[src/rtl/alu_issue_seq.sv]
// rtl/alu_issue_seq.sv - issue sequencer feeding a registered-control ALU
//
// Accepts decoded R-type operations over in_valid/in_ready, drives the ALU's
// dataA/dataB/Signal inputs (all registered), waits out the ALU control latency
// or the multi-cycle MULTU, and captures the ALU Output into a held result.
//
// Ports:
//   clk, reset                 clock, asynchronous active-high reset
//   in_valid/in_ready          operation offer / accept (ready only in IDLE)
//   in_funct/rs/rt/shamt/rd    decoded operation fields
//   alu_dataA/B, alu_signal    registered ALU drive
//   alu_output                 ALU result
//   res_valid/res_ready        result handshake, res_data/res_rd held in RESP
//   mult_done, illegal         one-cycle status pulses
//   busy                       sequencer not idle
module alu_issue_seq #(
  parameter int DATA_W   = 32,
  parameter int ALU_LAT  = 1,
  parameter int MULT_LAT = 33
) (
  input  logic              clk,
  input  logic              reset,
  input  logic              in_valid,
  output logic              in_ready,
  input  logic [5:0]        in_funct,
  input  logic [DATA_W-1:0] in_rs,
  input  logic [DATA_W-1:0] in_rt,
  input  logic [4:0]        in_shamt,
  input  logic [4:0]        in_rd,
  output logic [DATA_W-1:0] alu_dataA,
  output logic [DATA_W-1:0] alu_dataB,
  output logic [5:0]        alu_signal,
  input  logic [DATA_W-1:0] alu_output,
  output logic              res_valid,
  input  logic              res_ready,
  output logic [DATA_W-1:0] res_data,
  output logic [4:0]        res_rd,
  output logic              mult_done,
  output logic              illegal,
  output logic              busy
);

  localparam int MAX_LAT = (MULT_LAT > ALU_LAT + 1) ? MULT_LAT : ALU_LAT + 1;
  localparam int CNT_W   = $clog2(MAX_LAT + 1);

  // Last counter value in each timed state; the transition happens on that edge.
  localparam logic [CNT_W-1:0] EXEC_LAST = CNT_W'(ALU_LAT);
  localparam logic [CNT_W-1:0] MULT_LAST = CNT_W'(MULT_LAT - 1);

  localparam logic [5:0] F_AND   = 6'd36;
  localparam logic [5:0] F_OR    = 6'd37;
  localparam logic [5:0] F_ADD   = 6'd32;
  localparam logic [5:0] F_SUB   = 6'd34;
  localparam logic [5:0] F_SLT   = 6'd42;
  localparam logic [5:0] F_SRL   = 6'd2;
  localparam logic [5:0] F_MULTU = 6'd25;
  localparam logic [5:0] F_MFHI  = 6'd16;
  localparam logic [5:0] F_MFLO  = 6'd18;

  typedef enum logic [1:0] {IDLE, EXEC, RESP, MULT} state_t;

  state_t           state;
  logic [CNT_W-1:0] counter;
  logic             isLegal;

  always_comb begin
    isLegal = 1'b0;
    case (in_funct)
      F_AND, F_OR, F_ADD, F_SUB, F_SLT,
      F_SRL, F_MULTU, F_MFHI, F_MFLO: isLegal = 1'b1;
      default:                        isLegal = 1'b0;
    endcase
  end

  assign in_ready = (state == IDLE);
  assign busy     = (state != IDLE);

  always_ff @(posedge clk or posedge reset) begin
    if (reset) begin
      state      <= IDLE;
      counter    <= '0;
      alu_dataA  <= '0;
      alu_dataB  <= '0;
      alu_signal <= 6'b000000;
      res_data   <= '0;
      res_valid  <= 1'b0;
      res_rd     <= '0;
      mult_done  <= 1'b0;
      illegal    <= 1'b0;
    end else begin
      mult_done <= 1'b0;
      illegal   <= 1'b0;
      case (state)
        IDLE: begin
          if (in_valid) begin
            if (!isLegal) begin
              illegal <= 1'b1;
            end else begin
              // SRL shifts rt by shamt; the ALU takes the shift source on dataA.
              if (in_funct == F_SRL) begin
                alu_dataA <= in_rt;
                alu_dataB <= {{(DATA_W-5){1'b0}}, in_shamt};
              end else begin
                alu_dataA <= in_rs;
                alu_dataB <= in_rt;
              end
              alu_signal <= in_funct;
              res_rd     <= in_rd;
              counter    <= '0;
              state      <= (in_funct == F_MULTU) ? MULT : EXEC;
            end
          end
        end
        EXEC: begin
          if (counter == EXEC_LAST) begin
            res_data  <= alu_output;
            res_valid <= 1'b1;
            counter   <= '0;
            state     <= RESP;
          end else begin
            counter <= counter + CNT_W'(1);
          end
        end
        RESP: begin
          if (res_ready) begin
            res_valid  <= 1'b0;
            alu_signal <= 6'b000000;
            state      <= IDLE;
          end
        end
        MULT: begin
          // MULTU stays on Signal for exactly MULT_LAT cycles so HI/LO settle.
          if (counter == MULT_LAST) begin
            alu_signal <= 6'b000000;
            mult_done  <= 1'b1;
            counter    <= '0;
            state      <= IDLE;
          end else begin
            counter <= counter + CNT_W'(1);
          end
        end
        default: state <= IDLE;
      endcase
    end
  end

endmodule

[config.mk]
export PLATFORM = sky130hd
export DESIGN_NAME = alu_issue_seq
export DESIGN_NICKNAME = d
export VERILOG_FILES = /design/src/rtl/alu_issue_seq.sv
export SDC_FILE = /design/constraint.sdc
export NUM_CORES = 1
export LEC_CHECK = 0
export ABC_AREA = 1
export CAP_MARGIN = 0
export CORE_MARGIN = 2
export CORE_UTILIZATION = 37
export CTS_CLUSTER_DIAMETER = 60
export DETAILED_ROUTE_END_ITERATION = 16
export PLACE_DENSITY = 0.83
export SYNTH_ARGS = -nofsm -noshare
export SYNTH_HDL_FRONTEND = slang
export SYNTH_SLANG_ARGS = --single-unit
[constraint.sdc]
create_clock -name clk -period 5.4 [get_ports clk]
set_input_delay 1.08 -clock clk [delete_from_list [all_inputs] [get_ports clk]]
set_output_delay 1.08 -clock clk [all_outputs]
set_load 0.01 [all_outputs]
### Yosys cells after proc, flatten, opt, wreduce, memory -nomap -nowiden

Cells that the tools add are included.

* memory bits (writable): 0
* memories: 0
* register bits after elaboration: 118
* ROM bits: 0
* output and inout port bits: 112
* input port bits: 116
* latch bits: 0

* $lt $le $gt $ge: 0
* bitwise gates (word level): 0
* add/sub/neg operators: 1
* muxes and demuxes: 28
* shift-type cells: 0
* div/mod/pow operators: 0
* multiply operators: 0
* equality and inequality tests: 19
* reductions and logical operators: 12

Operator list (count)
* $mux W32: 2
* $mux W6: 8
* $eq A6 B6 Y1 const B: 6
* $pmux W6 S3: 2
* $eq A6 B5 Y1 const B: 3
* $mux W2: 6
* $reduce_and A5 Y1: 2
* $reduce_and A3 Y1: 3
* $reduce_or A9 Y1: 1
* $mux W1: 8
* $ne A2 B2 Y1 const B: 4
* $pmux W2 S4: 1
* $add A6 B1 Y6 const B: 1
* $eq A6 B1 Y1 const B: 1
* $eq A6 B2 Y1 const B: 1
* $reduce_bool A3 Y1: 2
* $eq A2 B2 Y1 const B: 2
* $reduce_bool A2 Y1: 2
* $eq A2 B1 Y1 const B: 1
* $logic_not A2 Y1: 1
* $ne A2 B1 Y1 const B: 1
* $pmux W1 S2: 1
* $reduce_and A2 Y1: 1

### Longest topological paths before layout

Gate-level depths: netlist (run 1).

* word-level depth: 6
* gate-level depth with buffers: 11

### Least setup slack after synthesis (run 1)

Ideal clock, no wire load.

* path kind: input port to flip-flop
* from: input port in_funct[1]
* to: register alu_dataA[10]
* setup slack: 3.232 ns
* path buffers: 2
* stages on the path: 10
* arrival time: 2.037 ns
* path through: inv_1 nand3_1 nor2_1 nor2_2 nand3_2 nand3_2 buf_4 buf_6 nand2_1 o21ai_0

* longest elaborated chain between the ends: 4
* elaborated cells on any way between the ends: 13
* classes of those cells: eq/ne: 9; mux: 2; reduce/logical: 2

Ends and longest elaborated chain
* from (decl): line 25 `input logic [5:0] in_funct,`
* $eq A6 B2 Y1 (tied with other cells): line 68, 100
* $reduce_or A9 Y1: line 68 `case (in_funct)`
* $mux W1: line 68
* $reduce_and A3 Y1 (no line)
* to (signal assigned): line 101 `alu_dataA <= in_rt;`
* to (signal assigned): line 104 `alu_dataA <= in_rs;`
* to (decl): line 30 `output logic [DATA_W-1:0] alu_dataA,`

Parallel ways exist; a longest one is shown, timed or not.
A chain may end at the register's enable or synchronous reset.

### Worst setup path after layout (run 1)

* from: input port in_funct[5]
* to: register alu_dataA[1]

The elaborated chain is that of the path after synthesis.

==> summary.txt, run 1 <==
RSZ-0062 raised after global routing: no
syn nets: 669
reg-to-reg critical path startpoint: state[1]
Pint: 3.10 mW
Hold Path Class: reg2reg
Switch Pwr: 1.38 mW
DRT iter0 DRCs: 233
detailed-route DRC error count: 0
fin nets: 890
antenna violations before repair: 0
Sw Share: 30.8%
Comb power frac: 40.0%
Synth Cell Area: 5300 sq um
ANT nets after route: 0
first-pass GRT wire length: 21800 um
top layer in use: met4
Peak VDD IR: 0.000200 V
hold bufs inserted after CTS: 0
Post-DP Area: 7610 sq um
Slew headroom: 29.1%
GP Congestion: 0.798
Clock Tree Root: clkbuf_16
mux share of post-synthesis cell area: 6.80%
clk buf depth: 2
number of global-route vias before repair: 4462
fill count: 1207
Fmax achieved: 0.322 GHz
RR Endpoint: alu_dataA[1]
Synth Area in Compound Gates: 10.5%
die area: 15300 sq um
Critical Path RT: 5.67 ns
share of post-route cells with drive strength above 1: 13.6%
starting density of the core: 38.0%
setup bufs post-CTS: 0
Setup crit end kind: flop
min-delay src: alu_signal[4]
# placed instances: 932
met1 wire length: 5810 um
area occupied by registers: 2950 sq um
GRT Total Usage: 18.5%
cell chain of the critical path: clkdlybuf4s50_1 > inv_1 > nand3_1 > nor2_1 > nor2_2 > nand3_2 > nand3_4 > buf_4 > nand2_1 > o21ai_0
fin crit share: 57.5%
PostCTS Resize Cnt: 0
1st-pass router iterations: 4
Worst Skew: 0.0122 ns
reg2reg setup slack: 2.92 ns
P_leak: 3.70 nW
Final Max Slew Viols: 0
Mapped Cells: 550
sequential fraction of the synthesis area: 55.7%
multi-input logic area: 2020 sq um
Slew @ Worst Pin: 1.06 ns
status: finished, final reports clean
EDFF count, synth: 0
Detail Placement HPWL: 9860 um
worst hold endpoint: alu_signal[4]
setup_tns: 0 ns
async set-reset flop share out of synthesis: 100%
Final Hold Viols: 0
CTS sink cnt: 118
CP arrival: 3.38 ns
non-filler cells, final: 964
syn avg cell area: 9.64 sq um
Synth Area in XOR/XNOR: 0.661%
Final setup viols: 0
n_diodes: 0
Chip Width: 124 um
Area Growth Syn to Fin: 54.9%
via count: 4546
Synth Flop Type: dfrtp_1
site row count: 43
Die Ht: 124 um
flops & latches, synth: 118
pwr/cell area: 545 nW/um^2
critical path fanouts, max: 75
Routed WL per cell: 14.5 um
cells on worst reg2reg path: 5
Clk pwr share: 25.5%
met2 routed WL: 7130 um
total grt overflow: 0
CTS tree: built
post-layout util: 58.9%
maxcap violations: 0
Routed WL: 14000 um
Yosys warning total: 0
CP max stage delay: 0.56 ns
htree depth: 4
worst setup path class: in2reg
hold depth: 2
final instance area: 8210 sq um
CP max-delay cell: nand3_4
adder-cell share of the synthesized area: 0.708%
Sequential Power Share: 34.5%
Synth Area in Simple Gates: 19.3%
DR WL met3: 770 um
Worst Setup Start Kind: input pin
Vias/cell: 4.72
Inserted Clock Buffers: 17
Overall Power: 4.48 mW
Core Area: 13900 sq um
Distinct cells, synth: 29
largest net degree at the start of global routing: 88
largest family of logic cells by synthesized area: simple AND/OR/NAND/NOR gates
Port Buf Inserts: 227
I/O pins: 228
Worst-path clk slew: 0.05 ns
Skew-Pair Late Insertion Delay: 0.41 ns
fin crit period: 3.11 ns
-- cell usage in the layout, fill, tap and decap left out --
master | Yosys | final
mux2_2 | 32 | 32
o21bai_1 | 2 | 2
nand3_2 | 3 | 2
or2_2 | 30 | 30
nand3_1 | 8 | 8
o21ai_0 | 53 | 53
inv_2 | 1 | 1
nor2_4 | 2 | 2
nand4_2 | 1 | 1
buf_4 | 2 | 4
ha_1 | 3 | 3
clkbuf_16 | 0 | 17
nand2_2 | 1 | 1
or2_1 | 7 | 7
o21ai_1 | 53 | 53
inv_1 | 26 | 25
o211ai_1 | 1 | 1
nand4_1 | 9 | 9
clkbuf_8 | 0 | 3
nor3_1 | 1 | 1
xor2_1 | 4 | 4
clkinv_2 | 1 | 6
nand2_1 | 140 | 140
clkbuf_1 | 4 | 3
nand3_4 | 0 | 1
nor2_2 | 2 | 2
dfrtp_1 | 118 | 118
bufinv_16 | 0 | 3
a21oi_1 | 1 | 1
clkinv_4 | 0 | 1
inv_4 | 0 | 1
nor2_1 | 22 | 22
clkdlybuf4s50_1 | 0 | 227
-- power groups by stage --
stage	combinational, mW	clock (mW)	sequential [mW]
final	1.79	1.14	1.55
after global routing	1.95	1.21	1.60
after CTS	1.82	1.16	1.55
after detailed placement	1.82	0	1.55
after global placement	1.78	0	1.54
after floorplan	0.577	0	1.72
-- routing by layer --
metal / up-vias / global-route usage [%]
met1: 2136 / 22.7
li1: 2245 / -
met4: 0 / 7.24
met5: - / 0
met2: 145 / 31.6
met3: 20 / 4.21
-- synthesized netlist by cell type (2+ instances only) --
library cell | instances | area, sq um
nand2_1 | 140 | 526
dfrtp_1 | 118 | 2950
o21ai_0 | 53 | 265
o21ai_1 | 53 | 265
mux2_2 | 32 | 360
or2_2 | 30 | 188
inv_1 | 26 | 97.6
nor2_1 | 22 | 82.6
buf_6 | 13 | 146
buf_2 | 9 | 45.0
nand4_1 | 9 | 56.3
nand3_1 | 8 | 40.0
or2_1 | 7 | 43.8
clkbuf_1 | 4 | 15.0
xor2_1 | 4 | 35.0
ha_1 | 3 | 37.5
nand3_2 | 3 | 30.0
buf_4 | 2 | 15.0
nor2_2 | 2 | 12.5
nor2_4 | 2 | 22.5
o21bai_1 | 2 | 15.0
-- kinds of logic (layout without fill, tap and decap cells) --
kind of cell	after synthesis	in the layout
XOR/XNOR	4	4
AND/OR/NAND/NOR	226	226
flip-flops	118	118
multiplexers	32	32
adder cells (fa/ha/maj)	3	3
AO/OA/AOI/OAI	110	110
buffers and inverters	57	291
-- flip-flops by register name, indices dropped and copies added, names as in the netlist --
| signal | flops |
|---|---|
| alu_dataB | 32 |
| illegal | 1 |
| mult_done | 1 |
| res_data | 32 |
| alu_dataA | 32 |
| counter | 6 |
| res_rd | 5 |
| state | 2 |
| res_valid | 1 |
| alu_signal | 6 |
-- worst max-delay path: cells and delay by family --
family	cells	cell delay (ns)
AOI/OAI and AO/OA	1	0.08
buffers and inverters	3	1.06
and+or+nand+nor	6	1.11
-- worst max-delay path by stage --
| stage | cells after the start | endpoint | slack [ns] | startpoint |
|---|---|---|---|---|
| floorplan | 1 | alu_dataA[0] | 1.19 | reset |
| global placement | 11 | alu_dataA[4] | 1.94 | in_funct[5] |
| detailed placement | 11 | alu_dataB[30] | 1.90 | in_funct[3] |
| CTS | 2 | in_ready | 2.30 | state[1] |
| global route | 10 | alu_dataA[26] | 2.05 | in_funct[5] |
| finish | 10 | alu_dataA[1] | 2.29 | in_funct[5] |
-- layout make-up --
| cell class | instances | share of cell area [%] |
|---|---|---|
| Sequential cell | 118 | 35.9 |
| Tap cell | 180 | 2.74 |
| Inverter | 28 | 1.33 |
| Multi-Input combinational cell | 375 | 24.6 |
| Clock buffer | 23 | 5.82 |
| Timing Repair Buffer | 231 | 28.0 |
| Clock inverter | 9 | 1.51 |
-- through the flow --
stage	hold slack (ns)	worst slack, ns
2_1_floorplan	0.489	1.19
3_3_place_gp	0.455	1.94
3_5_place_dp	0.465	1.90
4_1_cts	0.480	2.30
5_1_grt	0.503	2.05
6_report	0.478	2.29
Note: power is estimated with default switching activity, not from simulation.
==> inputs of run 2 (changes only) <==
--- a/config.mk
+++ b/config.mk
@@ -11,7 +11,7 @@
 export CORE_UTILIZATION = 37
 export CTS_CLUSTER_DIAMETER = 60
 export DETAILED_ROUTE_END_ITERATION = 16
-export PLACE_DENSITY = 0.83
+export PLACE_DENSITY = 0.85
 export SYNTH_ARGS = -nofsm -noshare
 export SYNTH_HDL_FRONTEND = slang
 export SYNTH_SLANG_ARGS = --single-unit
==> constraint.sdc (replaced) <==
create_clock -name clk -period 2.7 [get_ports clk]
set_input_delay 0.54 -clock clk [delete_from_list [all_inputs] [get_ports clk]]
set_output_delay 0.54 -clock clk [all_outputs]
set_load 0.01 [all_outputs]
==> summary.txt, run 2 (same netlist as run 1, synthesis figures left out) <==
status: finished, final reports clean
share of post-route cells with drive strength above 1: 14.3% (+0.67 points)
setup bufs post-CTS: 0 (unchanged)
fin crit period: 2.53 ns
Slew headroom: 68.2% (+39 points)
worst setup path class: reg2out
PostCTS Resize Cnt: 0 (unchanged)
Critical Path RT: 2.16 ns (-3.51 ns)
maxcap violations: 0 (unchanged)
ANT nets after route: 0 (unchanged)
fin crit share: 93.8%
clk buf depth: 2 (unchanged)
total grt overflow: 0 (unchanged)
antenna violations before repair: 0 (unchanged)
Routed WL: 14300 um (+2.0%)
Final setup viols: 0 (unchanged)
Inserted Clock Buffers: 17 (unchanged)
starting density of the core: 38.0% (unchanged)
number of global-route vias before repair: 4486 (+0.54%)
Core Area: 13900 sq um (unchanged)
fin nets: 895 (+0.56%)
Slew @ Worst Pin: 0.475 ns (-0.588 ns)
Skew-Pair Late Insertion Delay: 0.41 ns (about the same)
GP Congestion: 0.863 (+8.2%)
site row count: 43 (unchanged)
htree depth: 4 (unchanged)
setup_tns: 0 ns (unchanged)
CP max-delay cell: clkdlybuf4s50_1
hold bufs inserted after CTS: 0 (unchanged)
non-filler cells, final: 969 (+0.52%)
Worst Setup Start Kind: flop
most common cell after layout, fill and taps aside: clkdlybuf4s50_1
Worst Skew: 0.00861 ns (-0.00363 ns)
Fmax achieved: 0.395 GHz
critical path fanouts, max: 11 (-85%)
Routed WL per cell: 14.7 um (+1.5%)
largest net degree at the start of global routing: 66 (-25%)
n_diodes: 0 (unchanged)
CTS tree: built
CP arrival: 1.99 ns (-1.39 ns)
via count: 4594 (+1.1%)
pwr/cell area: 1060 nW/um^2 (+95%)
Peak VDD IR: 0.000445 V (+120%)
RSZ-0062 raised after global routing: no
Post-DP Area: 7730 sq um (+1.5%)
P_leak: 3.72 nW (+0.42%)
CTS sink cnt: 118 (unchanged)
Area Growth Syn to Fin: 56.2%
I/O pins: 228 (unchanged)
Vias/cell: 4.74 (+0.53%)
DRT iter0 DRCs: 227 (-2.6%)
1st-pass router iterations: 4 (unchanged)
Setup crit end kind: output port
fill count: 1145 (-5.1%)
post-layout util: 59.4% (+0.47 points)
GRT Total Usage: 18.7% (+0.24 points)
Final Hold Viols: 0 (unchanged)
Worst-path clk slew: 0.06 ns (about the same)
Die Ht: 124 um (unchanged)
detailed-route DRC error count: 0 (unchanged)
die area: 15300 sq um (unchanged)
Detail Placement HPWL: 10300 um (+4.5%)
reg2reg setup slack: 0.82 ns (-2.10 ns)
most frequent cells in the layout: clkdlybuf4s50_1 (227), nand2_1 (140), dfrtp_1 (118), o21ai_0 (53), o21ai_1 (53)
Hold Path Class: reg2reg
Port Buf Inserts: 227 (unchanged)
Chip Width: 124 um (unchanged)
cell chain of the critical path: nor2_1 > clkdlybuf4s50_1
Overall Power: 8.79 mW (+96%)
Final Max Slew Viols: 0 (unchanged)
Clock Tree Root: clkbuf_16
CP max stage delay: 0.63 ns (+0.07 ns)
final instance area: 8280 sq um (+0.79%)
# placed instances: 937 (+0.54%)
first-pass GRT wire length: 22200 um (+1.9%)
biggest regs: alu_dataA x32, alu_dataB x32, res_data x32
[run 2: power breakdown]
part	internal, mW	switching (mW)
registers	2.60	0.479
logic	2.10	1.53
clock network	1.28	0.801
[run 2: routing by layer]
layer / part of all wire, % / routed length [um] / up-vias / global-route usage, %
met3: 6.1 / 868 / 23 / 4.99
met2: 51 / 7220 / 143 / 32.3
met4: 2.3 / 322 / 0 / 6.89
li1: - / - / 2263 / -
met5: 0 / 0 / - / 0
met1: 41 / 5880 / 2165 / 22.4
[run 2: critical path: cells and delay by family, from the launching register on]
| family | cells | cell delay [ns] |
|---|---|---|
| buffers and inverters | 1 | 0.63 |
| flip-flops | 1 | 0.52 |
| AND/OR/NAND/NOR | 1 | 0.44 |
[run 2: area by class of cell]
class	instances	area, sq um	area share, %
inverters	28	110	1.33
flip-flops and latches	118	2950	35.7
clock buffers	20	447	5.40
multi-input cells	375	2020	24.4
repair buffers	236	2410	29.2
well taps	180	225	2.72
clock inverters	12	106	1.28
[run 2: metrics by stage]
step	worst slack (ns)	hold slack, ns
floorplan	0.719	0.489
detailed placement	0.314	0.462
global placement	0.374	0.454
global route	0.0826	0.487
CTS	0.164	0.475
finish	0.168	0.471
[run 2: final timing paths]
kind	start	to	cells after the start
max in group asynchronous	reset	alu_signal[3]	3
min	alu_signal[2]	alu_signal[2]	2
min in group asynchronous	reset	alu_dataA[20]	2
max reg2reg	state[1]	alu_dataA[22]	5
max	state[1]	in_ready	2
min reg2reg	alu_signal[2]	alu_signal[2]	2
==> inputs of run 3 (changes only) <==
--- a/config.mk
+++ b/config.mk
@@ -11,6 +11,7 @@
 export CORE_UTILIZATION = 37
 export CTS_CLUSTER_DIAMETER = 60
 export DETAILED_ROUTE_END_ITERATION = 16
+export GPL_TIMING_DRIVEN = 0
 export PLACE_DENSITY = 0.85
 export SYNTH_ARGS = -nofsm -noshare
 export SYNTH_HDL_FRONTEND = slang
==> summary.txt, run 3 (same netlist as run 1, synthesis figures left out) <==
WP depth: 2 (unchanged)
Port Buf Inserts: 227 (unchanged)
die area: 15300 sq um (unchanged)
ANT nets after route: 0 (unchanged)
Detail Placement HPWL: 11800 um (+15%)
antenna violations before repair: 0 (unchanged)
1st-pass router iterations: 4 (unchanged)
Chip Width: 124 um (unchanged)
share of post-route cells with drive strength above 1: 16.3% (+1.9 points)
RSZ-0062 raised after global routing: no
hold bufs inserted after CTS: 0 (unchanged)
setup bufs post-CTS: 0 (unchanged)
clk buf depth: 2 (unchanged)
Clock Tree Root: clkbuf_16
Vias/cell: 4.80 (+1.2%)
Final Max Slew Viols: 0 (unchanged)
pwr/cell area: 1080 nW/um^2 (+1.8%)
Worst-path clk slew: 0.05 ns (about the same)
Worst Skew: 0.00449 ns (-0.00412 ns)
CTS tree: built
Slew headroom: 55.7% (-12 points)
non-filler cells, final: 992 (+2.4%)
number of global-route vias before repair: 4820 (+7.4%)
CP max-delay cell: clkdlybuf4s50_1
Peak VDD IR: 0.000447 V (+0.54%)
Top Family by Delay on Critical Path: buffers and inverters
most common cell after layout, fill and taps aside: clkdlybuf4s50_1
RR Endpoint: alu_signal[0]
P_leak: 3.85 nW (+3.5%)
Routed WL per cell: 15.6 um (+5.8%)
CP max stage delay: 0.62 ns (about the same)
most frequent cells in the layout: clkdlybuf4s50_1 (227), nand2_1 (140), dfrtp_1 (118), o21ai_0 (53), o21ai_1 (53)
hold depth: 2 (unchanged)
min-delay src: alu_signal[0]
GP Congestion: 0.905 (+4.8%)
Overall Power: 9.19 mW (+4.6%)
WP buf/inv: 1 (unchanged)
starting density of the core: 38.0% (unchanged)
maxcap violations: 0 (unchanged)
GRT Total Usage: 20.7% (+2.0 points)
total grt overflow: 0 (unchanged)
Final setup viols: 0 (unchanged)
reg-to-reg critical path startpoint: counter[0]
# placed instances: 960 (+2.5%)
post-placement setup slack: 0.171 ns (-0.143 ns)
status: finished, final reports clean
Hold Path Class: reg2reg
worst setup margin: 0.321 ns (+0.154 ns)
worst hold endpoint: alu_signal[0]
worst setup path class: reg2out
critical path fanouts, max: 6 (-5)
Routed WL: 15500 um (+8.3%)
Fmax achieved: 0.420 GHz (+6.5%)
Inserted Clock Buffers: 17 (unchanged)
n_diodes: 0 (unchanged)
cells on worst reg2reg path: 9 (+4)
Area Growth Syn to Fin: 60.5%
DRT iter0 DRCs: 187 (-18%)
CP arrival: 1.84 ns (-0.15 ns)
I/O pins: 228 (unchanged)
Setup crit end kind: output port
Slew @ Worst Pin: 0.663 ns (+0.188 ns)
Final Hold Viols: 0 (unchanged)
fin crit share: 88.1% (-5.7 points)
largest net degree at the start of global routing: 37 (-44%)
Skew-Pair Late Insertion Delay: 0.42 ns (about the same)
fin crit period: 2.38 ns (-0.154 ns)
PostCTS Resize Cnt: 0 (unchanged)
Die Ht: 124 um (unchanged)
Core Area: 13900 sq um (unchanged)
detailed-route DRC error count: 0 (unchanged)
first-pass GRT wire length: 24100 um (+8.4%)
site row count: 43 (unchanged)
cell chain of the critical path: nor2_1 > clkdlybuf4s50_1
fin nets: 918 (+2.6%)
Worst Setup Start Kind: flop
biggest regs: alu_dataA x32, alu_dataB x32, res_data x32
CTS sink cnt: 118 (unchanged)
reg2reg setup slack: 0.99 ns (+0.17 ns)
via count: 4761 (+3.6%)
Critical Path RT: 2.16 ns (about the same)
htree depth: 4 (unchanged)
## run 3: cell count changes in the layout (fill, tap and decap cells not counted), sizes merged
cell,delta
clkbuf,+9
clkinv,-4
bufinv,+3
clkinvlp,-3
buf,+18
## run 3: power by group
part	leakage (nW)	internal [mW]	total, mW	switching (mW)
logic	2.07	2.12	3.69	1.57
registers	1.46	2.61	3.06	0.452
clock network	0.316	1.66	2.45	0.783
total	3.85	6.39	9.19	2.80
## run 3: metrics by stage
step | setup TNS, ns | hold WS [ns] | cell area, sq um | utilization [%]
after floorplan | 0 | 0.489 | 5310 | -
after CTS | 0 | 0.473 | 8510 | 61.0
after global routing | 0 | 0.488 | 8510 | 61.0
final | 0 | 0.468 | 8510 | 61.0
after detailed placement | 0 | 0.458 | 7860 | 56.4
after global placement | -53.85 | 0.456 | 7800 | 56.0
## run 3: worst max-delay path by stage
stage / start / end / slack (ns)
2_1_floorplan: reset / alu_dataA[0] / 0.72
3_3_place_gp: reset / res_data[3] / -0.46
3_5_place_dp: in_funct[3] / alu_dataA[24] / 0.17
4_1_cts: state[0] / in_ready / 0.29
5_1_grt: state[0] / in_ready / 0.20
6_report: state[0] / in_ready / 0.32
## run 3: worst register-to-register path, stage by stage (launching register included)
cell	delay [ns]
dfrtp_1	0.42
inv_1	0.09
ha_1	0.14
nand4_1	0.19
nand2_1	0.17
nand2_1	0.11
nor2_4	0.18
nand3_2	0.16
nand2_1	0.10
nand2_1	0.05
## run 3: final cells by class
type                    instances  area (sq um)
clock buffers                  24           502
multi-input cells             375          2020
clock inverters                 8           143
well taps                     180           225
flip-flops and latches        118          2950
fillers                      1161          5430
repair buffers                230          2330
plain buffers                  29           226
inverters                      28           110
## run 3: layer usage
layer	global-route usage, %	vias up	part of all wire (%)
met2	34.3	162	50
met1	24.9	2254	41
met5	0	-	0
li1	-	2312	-
met4	8.88	0	2.9
met3	6.46	33	6.6
